### src/rtl/ProcTypes.sv
// Shared processor types: memory operation codes plus the memory-port arbiter's
// state and grant-owner encodings.
package ProcTypes;

  typedef enum logic [3:0] {NopM, Lw, Lh, Lhu, Lb, Lbu, Sw, Sh, Sb} MemFunc;

  typedef enum logic [1:0] {IDLE, ISSUE, WAIT} ArbState;

  typedef enum logic {GrantFetch, GrantData} GrantOwner;

  function automatic logic isStore(input MemFunc func);
    return func inside {Sw, Sh, Sb};
  endfunction

endpackage

### src/rtl/mem_align.sv
// Combinational lane logic for the memory port: store byte enables and replication,
// load byte/half extraction with sign or zero extension, and alignment checking.
module mem_align
  import ProcTypes::*;
(
  input  MemFunc      func,
  input  logic [1:0]  offset,
  input  logic [31:0] storeData,
  input  logic [31:0] readWord,
  output logic [3:0]  byteEn,
  output logic [31:0] storeWord,
  output logic [31:0] loadWord,
  output logic        misaligned
);

  logic [15:0] lane;

  // The addressed byte/half is shifted down to bit 0 before extension.
  always_comb begin
    lane       = 16'(readWord >> {offset, 3'b000});
    byteEn     = 4'b0000;
    storeWord  = 32'h0;
    loadWord   = 32'h0;
    misaligned = 1'b0;
    case (func)
      Lw: begin
        loadWord   = readWord;
        misaligned = (offset != 2'b00);
      end
      Lh: begin
        loadWord   = {{16{lane[15]}}, lane};
        misaligned = offset[0];
      end
      Lhu: begin
        loadWord   = {16'h0, lane};
        misaligned = offset[0];
      end
      Lb:  loadWord = {{24{lane[7]}}, lane[7:0]};
      Lbu: loadWord = {24'h0, lane[7:0]};
      Sw: begin
        byteEn     = 4'b1111;
        storeWord  = storeData;
        misaligned = (offset != 2'b00);
      end
      Sh: begin
        byteEn     = 4'b0011 << offset;
        storeWord  = {2{storeData[15:0]}};
        misaligned = offset[0];
      end
      Sb: begin
        byteEn    = 4'b0001 << offset;
        storeWord = {4{storeData[7:0]}};
      end
      default: ;
    endcase
  end

endmodule

### src/rtl/mem_port_arbiter.sv
// Arbitrates instruction-fetch and data requests onto one single-port memory with a
// fixed read latency; one transaction at a time, alternating grants under contention.
module mem_port_arbiter
  import ProcTypes::*;
#(
  parameter int READ_LATENCY = 2
) (
  input  logic        clk_in,
  input  logic        rst_n_in,
  input  logic        if_req_in,
  input  logic [31:0] if_addr_in,
  output logic        if_ready_out,
  output logic        if_rvalid_out,
  output logic [31:0] if_rdata_out,
  input  logic        d_req_in,
  input  MemFunc      d_func_in,
  input  logic [31:0] d_addr_in,
  input  logic [31:0] d_wdata_in,
  output logic        d_ready_out,
  output logic        d_rvalid_out,
  output logic [31:0] d_rdata_out,
  output logic        d_misalign_out,
  output logic        mem_en_out,
  output logic [3:0]  mem_we_out,
  output logic [31:0] mem_addr_out,
  output logic [31:0] mem_wdata_out,
  input  logic [31:0] mem_rdata_in
);

  localparam logic [2:0] LatencyCount = 3'(READ_LATENCY);

  ArbState     state;
  GrantOwner   lastGrant;
  GrantOwner   owner;
  MemFunc      savedFunc;
  MemFunc      alignFunc;
  logic [1:0]  savedOffset;
  logic [1:0]  alignOffset;
  logic [2:0]  waitCount;
  logic        isIdle;
  logic        dValid;
  logic        pickData;
  logic        pickFetch;
  logic [31:0] grantAddr;
  logic [3:0]  byteEn;
  logic [31:0] storeWord;
  logic [31:0] loadWord;
  logic        misaligned;
  logic        unusedFetchOffset;

  // Fetch addresses are always treated as word aligned.
  assign unusedFetchOffset = ^if_addr_in[1:0];

  // Data wins unless it was the last one served; the lane logic sees the incoming
  // request while idle and the saved transaction afterwards.
  always_comb begin
    isIdle       = rst_n_in && (state == IDLE);
    dValid       = d_req_in && (d_func_in != NopM);
    pickData     = dValid && (!if_req_in || (lastGrant == GrantFetch));
    pickFetch    = if_req_in && !pickData;
    if_ready_out = isIdle && pickFetch;
    d_ready_out  = isIdle && pickData;
    grantAddr    = pickData ? {d_addr_in[31:2], 2'b00} : {if_addr_in[31:2], 2'b00};
    alignFunc    = savedFunc;
    alignOffset  = savedOffset;
    if (state == IDLE) begin
      alignFunc   = pickData ? d_func_in : Lw;
      alignOffset = pickData ? d_addr_in[1:0] : 2'b00;
    end
  end

  mem_align uAlign (
    .func       (alignFunc),
    .offset     (alignOffset),
    .storeData  (d_wdata_in),
    .readWord   (mem_rdata_in),
    .byteEn     (byteEn),
    .storeWord  (storeWord),
    .loadWord   (loadWord),
    .misaligned (misaligned)
  );

  always_ff @(posedge clk_in or negedge rst_n_in) begin
    if (!rst_n_in) begin
      state          <= IDLE;
      lastGrant      <= GrantFetch;
      owner          <= GrantFetch;
      savedFunc      <= NopM;
      savedOffset    <= 2'b00;
      waitCount      <= 3'd0;
      mem_en_out     <= 1'b0;
      mem_we_out     <= 4'b0000;
      mem_addr_out   <= 32'h0;
      mem_wdata_out  <= 32'h0;
      if_rvalid_out  <= 1'b0;
      if_rdata_out   <= 32'h0;
      d_rvalid_out   <= 1'b0;
      d_rdata_out    <= 32'h0;
      d_misalign_out <= 1'b0;
    end else begin
      if_rvalid_out  <= 1'b0;
      d_rvalid_out   <= 1'b0;
      d_misalign_out <= 1'b0;
      case (state)
        IDLE: begin
          if (if_ready_out || d_ready_out) begin
            lastGrant   <= pickData ? GrantData : GrantFetch;
            owner       <= pickData ? GrantData : GrantFetch;
            savedFunc   <= alignFunc;
            savedOffset <= alignOffset;
            // A misaligned data access answers immediately and never touches memory.
            if (d_ready_out && misaligned) begin
              d_rvalid_out   <= 1'b1;
              d_misalign_out <= 1'b1;
              d_rdata_out    <= 32'h0;
            end else begin
              state         <= ISSUE;
              mem_en_out    <= 1'b1;
              mem_we_out    <= byteEn;
              mem_addr_out  <= grantAddr;
              mem_wdata_out <= storeWord;
            end
          end
        end
        ISSUE: begin
          mem_en_out <= 1'b0;
          mem_we_out <= 4'b0000;
          if (isStore(savedFunc)) begin
            state        <= IDLE;
            d_rvalid_out <= 1'b1;
            d_rdata_out  <= 32'h0;
          end else begin
            state     <= WAIT;
            waitCount <= LatencyCount;
          end
        end
        WAIT: begin
          if (waitCount == 3'd1) begin
            state     <= IDLE;
            waitCount <= 3'd0;
            if (owner == GrantData) begin
              d_rvalid_out <= 1'b1;
              d_rdata_out  <= loadWord;
            end else begin
              if_rvalid_out <= 1'b1;
              if_rdata_out  <= loadWord;
            end
          end else begin
            waitCount <= waitCount - 3'd1;
          end
        end
        default: state <= IDLE;
      endcase
    end
  end

endmodule
### config.mk
export PLATFORM = sky130hd
export DESIGN_NAME = mem_port_arbiter
export DESIGN_NICKNAME = d
export VERILOG_FILES = /design/src/rtl/ProcTypes.sv /design/src/rtl/mem_align.sv /design/src/rtl/mem_port_arbiter.sv
export SDC_FILE = /design/constraint.sdc
export NUM_CORES = 1
export LEC_CHECK = 0
export CORE_UTILIZATION = 44
export DETAILED_ROUTE_END_ITERATION = 8
export PLACE_DENSITY = 0.82
export SYNTH_ARGS = -nofsm -noshare
export SYNTH_HDL_FRONTEND = slang
export SYNTH_SLANG_ARGS = --single-unit
### constraint.sdc
create_clock -name clk_in -period 3.76 [get_ports clk_in]
set_clock_uncertainty 0.15 [all_clocks]
set_input_delay 0.752 -clock clk_in [delete_from_list [all_inputs] [get_ports clk_in]]
set_output_delay 0.752 -clock clk_in [all_outputs]
set_load 0.02 [all_outputs]
# After elaboration in Yosys (flattened, before gate mapping)
# Index checks and enable logic that the tools add are counted.
dict set report word_totals {
  reg_bits 148
  input_bits 136
  out_inout_bits 138
  wordCells 108
}
dict set report classes {
  n_addsub 1
  eq_ne 21
  shift 3
  mux 40
  bitwise_logic 2
  n_reduce_logical 27
}
# cell count
set ops {}
lappend ops {{$mux 32} 6}
lappend ops {{$pmux 32 s3} 2}
lappend ops {{$pmux 32 s5} 1}
lappend ops {{$shr 32x5->16} 1}
lappend ops {{$eq 4x3->1 const B} 6}
lappend ops {{$mux 4} 4}
lappend ops {{$mux 1} 12}
lappend ops {{$mux 2} 6}
lappend ops {{$pmux 4 s3} 1}
lappend ops {{$reduce_and 3->1} 4}
lappend ops {{$ne 2x2->1 const B} 5}
lappend ops {{$eq 4x2->1 const B} 2}
lappend ops {{$eq 4x4->1 const B} 2}
lappend ops {{$pmux 4 s2} 1}
lappend ops {{$logic_and 1x1->1} 7}
lappend ops {{$mux 3} 2}
lappend ops {{$pmux 2 s3} 1}
lappend ops {{$pmux 3 s2} 1}
lappend ops {{$reduce_and 6->1} 1}
lappend ops {{$reduce_bool 2->1} 3}
lappend ops {{$reduce_bool 3->1} 2}
lappend ops {{$eq 4x1->1 const B} 1}
lappend ops {{$ne 2x1->1 const B} 2}
lappend ops {{$pmux 1 s2} 2}
lappend ops {{other kinds (15)} 19}

# Longest topological paths before layout
# Gate-level depths: netlist (run 1).
dict set report logic_depth {
  word_depth 12
  mapped_depth 11
}

# Hierarchy
# A second synthesis (run 1) with hierarchy kept.
dict set report unflattened {
  cells_unflattened 596
  hier_area_um2 7273.2
}
# mod instances cells_each area_each_um2 seq_area_each_um2
set modules_own_cells {}
lappend modules_own_cells {mem_port_arbiter 1 404 5985.7 3653.5}
lappend modules_own_cells {mem_align 1 192 1287.5 0.0}

# Worst setup path before layout (run 1)
# Ideal clock, no wire load.
dict set report synth_path {
  kind {input -> register}
  start {in d_func_in[3]}
  end {reg d_rdata_out[22]}
  setup_ns 0.066
  arrival_ns 2.863
  required_ns 3.544
  setup_slack_ns 0.680
  path_stages 9
  path_cell_list {clkbuf_1 or4_1 buf_4 a41oi_4 a211oi_2 or3_4 a211oi_4 buf_6 a221o_1}
}
dict set report synth_between {
  elab_chain_cells 11
  word_cells_on_any_way 32
}
# item line
set synth_rtl {}
lappend synth_rtl {{start: declaration} mem_port_arbiter.sv:16} ;# input MemFunc d_func_in,
lappend synth_rtl {{branches (longest 11 deep; another with $shr 32x5->16)} --}
lappend synth_rtl {{end signal: assignment} mem_port_arbiter.sv:143} ;# d_rdata_out <= loadWord;
lappend synth_rtl {{end: declaration} mem_port_arbiter.sv:21} ;# output logic [31:0] d_rdata_out,
# Several ways; the timed one is not identified. The select of a mux whose other input is x is not followed.
# A chain may end at the register's enable or synchronous reset.

# Worst setup path in the final report (run 1)
dict set report layout_path {
  start {in d_func_in[0]}
  end {out d_ready_out}
}
dict set report layout_between {
  elab_chain_cells 4
}
# item line
set layout_rtl {}
lappend layout_rtl {{$reduce_bool 4->1} mem_port_arbiter.sv:58} ;# dValid = d_req_in && (d_func_in != NopM);
lappend layout_rtl {{$logic_and 1x1->1} mem_port_arbiter.sv:58}
lappend layout_rtl {{$logic_and 1x1->1} mem_port_arbiter.sv:59} ;# pickData = dValid && (!if_req_in || (lastGrant == GrantFetch));
lappend layout_rtl {{$logic_and 1x1->1} mem_port_arbiter.sv:62} ;# d_ready_out = isIdle && pickData;
lappend layout_rtl {{end: declaration} mem_port_arbiter.sv:19} ;# output logic d_ready_out,
# Every way passes these cells.

==> results of run 1 <==
## metrics by stage
stage | instance area, µm² | setup TNS (ns) | total power (W)
2_1_floorplan | 6980 | 0 | 0.00443
3_3_place_gp | 9970 | -1.41 | 0.00613
3_5_place_dp | 9970 | -2.08 | 0.00620
4_1_cts | 10600 | 0 | 0.00798
5_1_grt | 10600 | 0 | 0.00838
6_report | 10600 | 0 | 0.00795
## synth_stat cells, types with 6 or more instances
cell	count	area (µm²)
sky130_fd_sc_hd__a222oi_1	12	120
sky130_fd_sc_hd__dfrtp_1	146	3650
sky130_fd_sc_hd__a31oi_1	6	37.5
sky130_fd_sc_hd__a22o_1	11	96.3
sky130_fd_sc_hd__buf_2	9	45.0
sky130_fd_sc_hd__nand2_1	110	413
sky130_fd_sc_hd__a22oi_1	18	135
sky130_fd_sc_hd__nor2_1	22	82.6
sky130_fd_sc_hd__mux2i_1	41	410
sky130_fd_sc_hd__o21ai_0	97	485
sky130_fd_sc_hd__and2_1	9	56.3
sky130_fd_sc_hd__nand3_1	8	40.0
sky130_fd_sc_hd__inv_1	10	37.5
sky130_fd_sc_hd__clkbuf_1	36	135
sky130_fd_sc_hd__a221o_1	32	320
sky130_fd_sc_hd__a21oi_1	19	95.1
## final timing paths
kind | start | end | slack, ns | cells past startpoint
max | d_func_in[0] | d_ready_out | 0.15 | 5
min | rst_n_in | waitCount[2] | 0.31 | 2
max reg2reg | state[1] | d_rdata_out[19] | 0.60 | 7
min reg2reg | if_rdata_out[2] | if_rdata_out[2] | 0.33 | 2
max in group asynchronous | rst_n_in | d_rdata_out[12] | 2.57 | 2
min in group clk_in | if_rdata_out[2] | if_rdata_out[2] | 0.33 | 2
## sequential cells by signal (all words and copies together), names as in the netlist
register and flops:
d_misalign_out 1, mem_addr_out 30, mem_we_out 4, savedFunc 4, savedOffset 2, d_rdata_out 32, state 2, waitCount 3
if_rdata_out 32, owner 1, if_rvalid_out 1, d_rvalid_out 1, mem_en_out 1, mem_wdata_out 32
## routing by layer
metal	GRT usage [%]	up-vias
met5	0	-
met3	7.05	34
met1	34.5	3109
met2	45.6	351
met4	10.5	0
li1	-	3055
## logic make-up after synthesis
group	after synthesis
AOI/OAI and AO/OA	235
xor gates and xnor gates	2
adders and majority gates	2
buffers and inverters	65
DFF	146
muxes	46
other	1
and+or+nand+nor	186
## where the power goes
group	switching [W]	total [W]	leakage, nW	internal (W)
clock network	0.000670	0.00175	0.298	0.00108
registers	0.000393	0.00253	1.87	0.00214
logic	0.00196	0.00366	2.40	0.00171
## layout make-up
| cell class | count | share of cell area [%] |
|---|---|---|
| Timing Repair Buffer | 301 | 28.0 |
| Inverter | 10 | 0.355 |
| Multi-Input combinational cell | 473 | 28.9 |
| Tap cell | 211 | 2.49 |
| Clock buffer | 21 | 4.35 |
| Clock inverter | 11 | 1.43 |
| Sequential cell | 146 | 34.5 |
==> insert_results.sql, run 1 <==
INSERT INTO impl_metrics (metric_group, metric, value, unit) VALUES
('setup_path', 'crit_path_cell_trace', 'clkdlybuf4s50_1, or4_1, nand4_1, inv_1, clkdlybuf4s50_1', ''),
('synthesis', 'syn-cell-area', '6980', 'µm²'),
('clock_network', 'cts_buffers', '17', ''),
('placed_design', 'post-place-ws', '-0.0760', 'ns'),
('setup_path', 'start_kind', 'input port', ''),
('floorplan', 'dieArea', '16400', 'µm²'),
('setup_path', 'worst-endpoint-required', '2.86', 'ns'),
('setup_path', 'max_stage_delay', '0.69', 'ns'),
('final_layout', 'multiInputGateArea', '3060', 'µm²'),
('floorplan', 'core.rowCount', '45', ''),
('clock_network', 'clk_pin_slew', '0.06', 'ns'),
('setup_path', 'worstSetupEndpointType', 'output port', ''),
('synthesis', 'post_synth_fa_ha_maj_area_fraction', '0.359', '%'),
('clock_network', 'htree_num_levels', '4', ''),
('floorplan', 'initial_utilization', '45.5', '%'),
('drt', 'met2WireLength', '10500', 'µm'),
('synthesis', 'main_combinational_cell_family_by_area_after_synthesis', 'compound AO/OA/AOI/OAI gates', ''),
('sta', 'setup_viol', '0', ''),
('synthesis', 'syn_inst', '683', ''),
('synthesis', 'synth_edf_count', '0', ''),
('drt', 'violation_count_after_the_first_detailed_routing_iteration', '579', ''),
('final_layout', 'layout-drive-gt1-share', '8.84', '%'),
('clock_network', 'cts_num_sinks', '146', ''),
('power_and_ir_drop', 'total_leakage_power', '4.57', 'nW'),
('sta', 'worst-slew-pin-transition', '0.771', 'ns'),
('clock_network', 'clock_tree_from_tritoncts', 'done', ''),
('global_route', 'grt_pass1_vias', '6190', ''),
('floorplan', 'num_io_pins', '274', ''),
('sta', 'fin_worst_hold_slack', '0.311', 'ns'),
('clock_network', 'insertion_delay', '0.42', 'ns'),
('clock_network', 'clk_root_buffer_cell', 'sky130_fd_sc_hd__clkbuf_16', ''),
('run_status', 'outcome', 'finished clean', ''),
('placed_design', 'buffer_ports.inserted', '269', ''),
('flow_run', 'drv_cap', '0', ''),
('synthesis', 'synth_simple_gate_area_share', '12.1', '%'),
('global_route', 'grt_pass1_wl', '34000', 'µm'),
('clock_network', 'holdBufCountCts', '0', ''),
('global_route', 'grt_start_max_net_pins', '148', ''),
('sta', 'maxSlewHeadroom', '48.6', '%'),
('drt', 'postRouteWirelength', '21700', 'µm'),
('drt', 'drc_errors', '0', ''),
('synthesis', 'synth_xor_xnor_area_share', '0.251', '%'),
('sta', 'period_needed', '3.61', 'ns'),
('drt', 'firstDrtPassIters', '5', ''),
('final_layout', 'num-nets-final', '1087', ''),
('final_layout', 'n_diodes', '0', ''),
('final_layout', 'layout_common_cells', '268 x sky130_fd_sc_hd__clkdlybuf4s50_1, 146 x sky130_fd_sc_hd__dfrtp_1, 109 x sky130_fd_sc_hd__nand2_1, 97 x sky130_fd_sc_hd__o21ai_0, 41 x sky130_fd_sc_hd__mux2i_1', ''),
('synthesis', 'synth_cell_type_count', '69', ''),
('sta', 'drv_slew', '0', ''),
('setup_path', 'cpMostUsedCell', 'sky130_fd_sc_hd__clkdlybuf4s50_1', ''),
('drt', 'top_signal_layer_used', 'met4', ''),
('setup_path', 'critPathMaxFanout', '5', ''),
('drt', 'route.detailed.vias_per_inst', '5.58', ''),
('drt', 'met3RoutedLength', '1920', 'µm'),
('setup_path', 'crit_arrival', '2.70', 'ns'),
('global_route', 'grt_overflow', '0', ''),
('sta', 'max_freq', '0.277', 'GHz'),
('synthesis', 'synth_sequential_area_ratio', '52.4', '%'),
('final_layout', 'finalCoreUtilization', '69.1', '%'),
('drt', 'routedLengthMet1', '8660', 'µm'),
('synthesis', 'complex_gate_fraction_of_the_synthesized_area', '24.1', '%'),
('synthesis', 'synth-seq-cells', '146', ''),
('sta', 'timing.final.crit_share', '95.9', '%'),
('sta', 'rsz0062_at_grt', 'no', ''),
('hold_path', 'min_path_type', 'in2async', ''),
('clock_network', 'post_cts.repair.setup_buffers', '0', ''),
('final_layout', 'number_of_fill_cells', '1191', ''),
('global_route', 'grt_antenna_before_repair', '0', ''),
('setup_path', 'cp_top_family', 'buffers and inverters', ''),
('floorplan', 'floorplan.die.width', '128', 'µm'),
('final_layout', 'seqCellArea', '3650', 'µm²');
(Power assumes the default switching activity.)
==> run 2: changes to the inputs <==
Settings changed: SLEW_MARGIN set to 20.
==> results of run 2 <==
The final DEF is identical to that of run 1; final timing and power are the same.
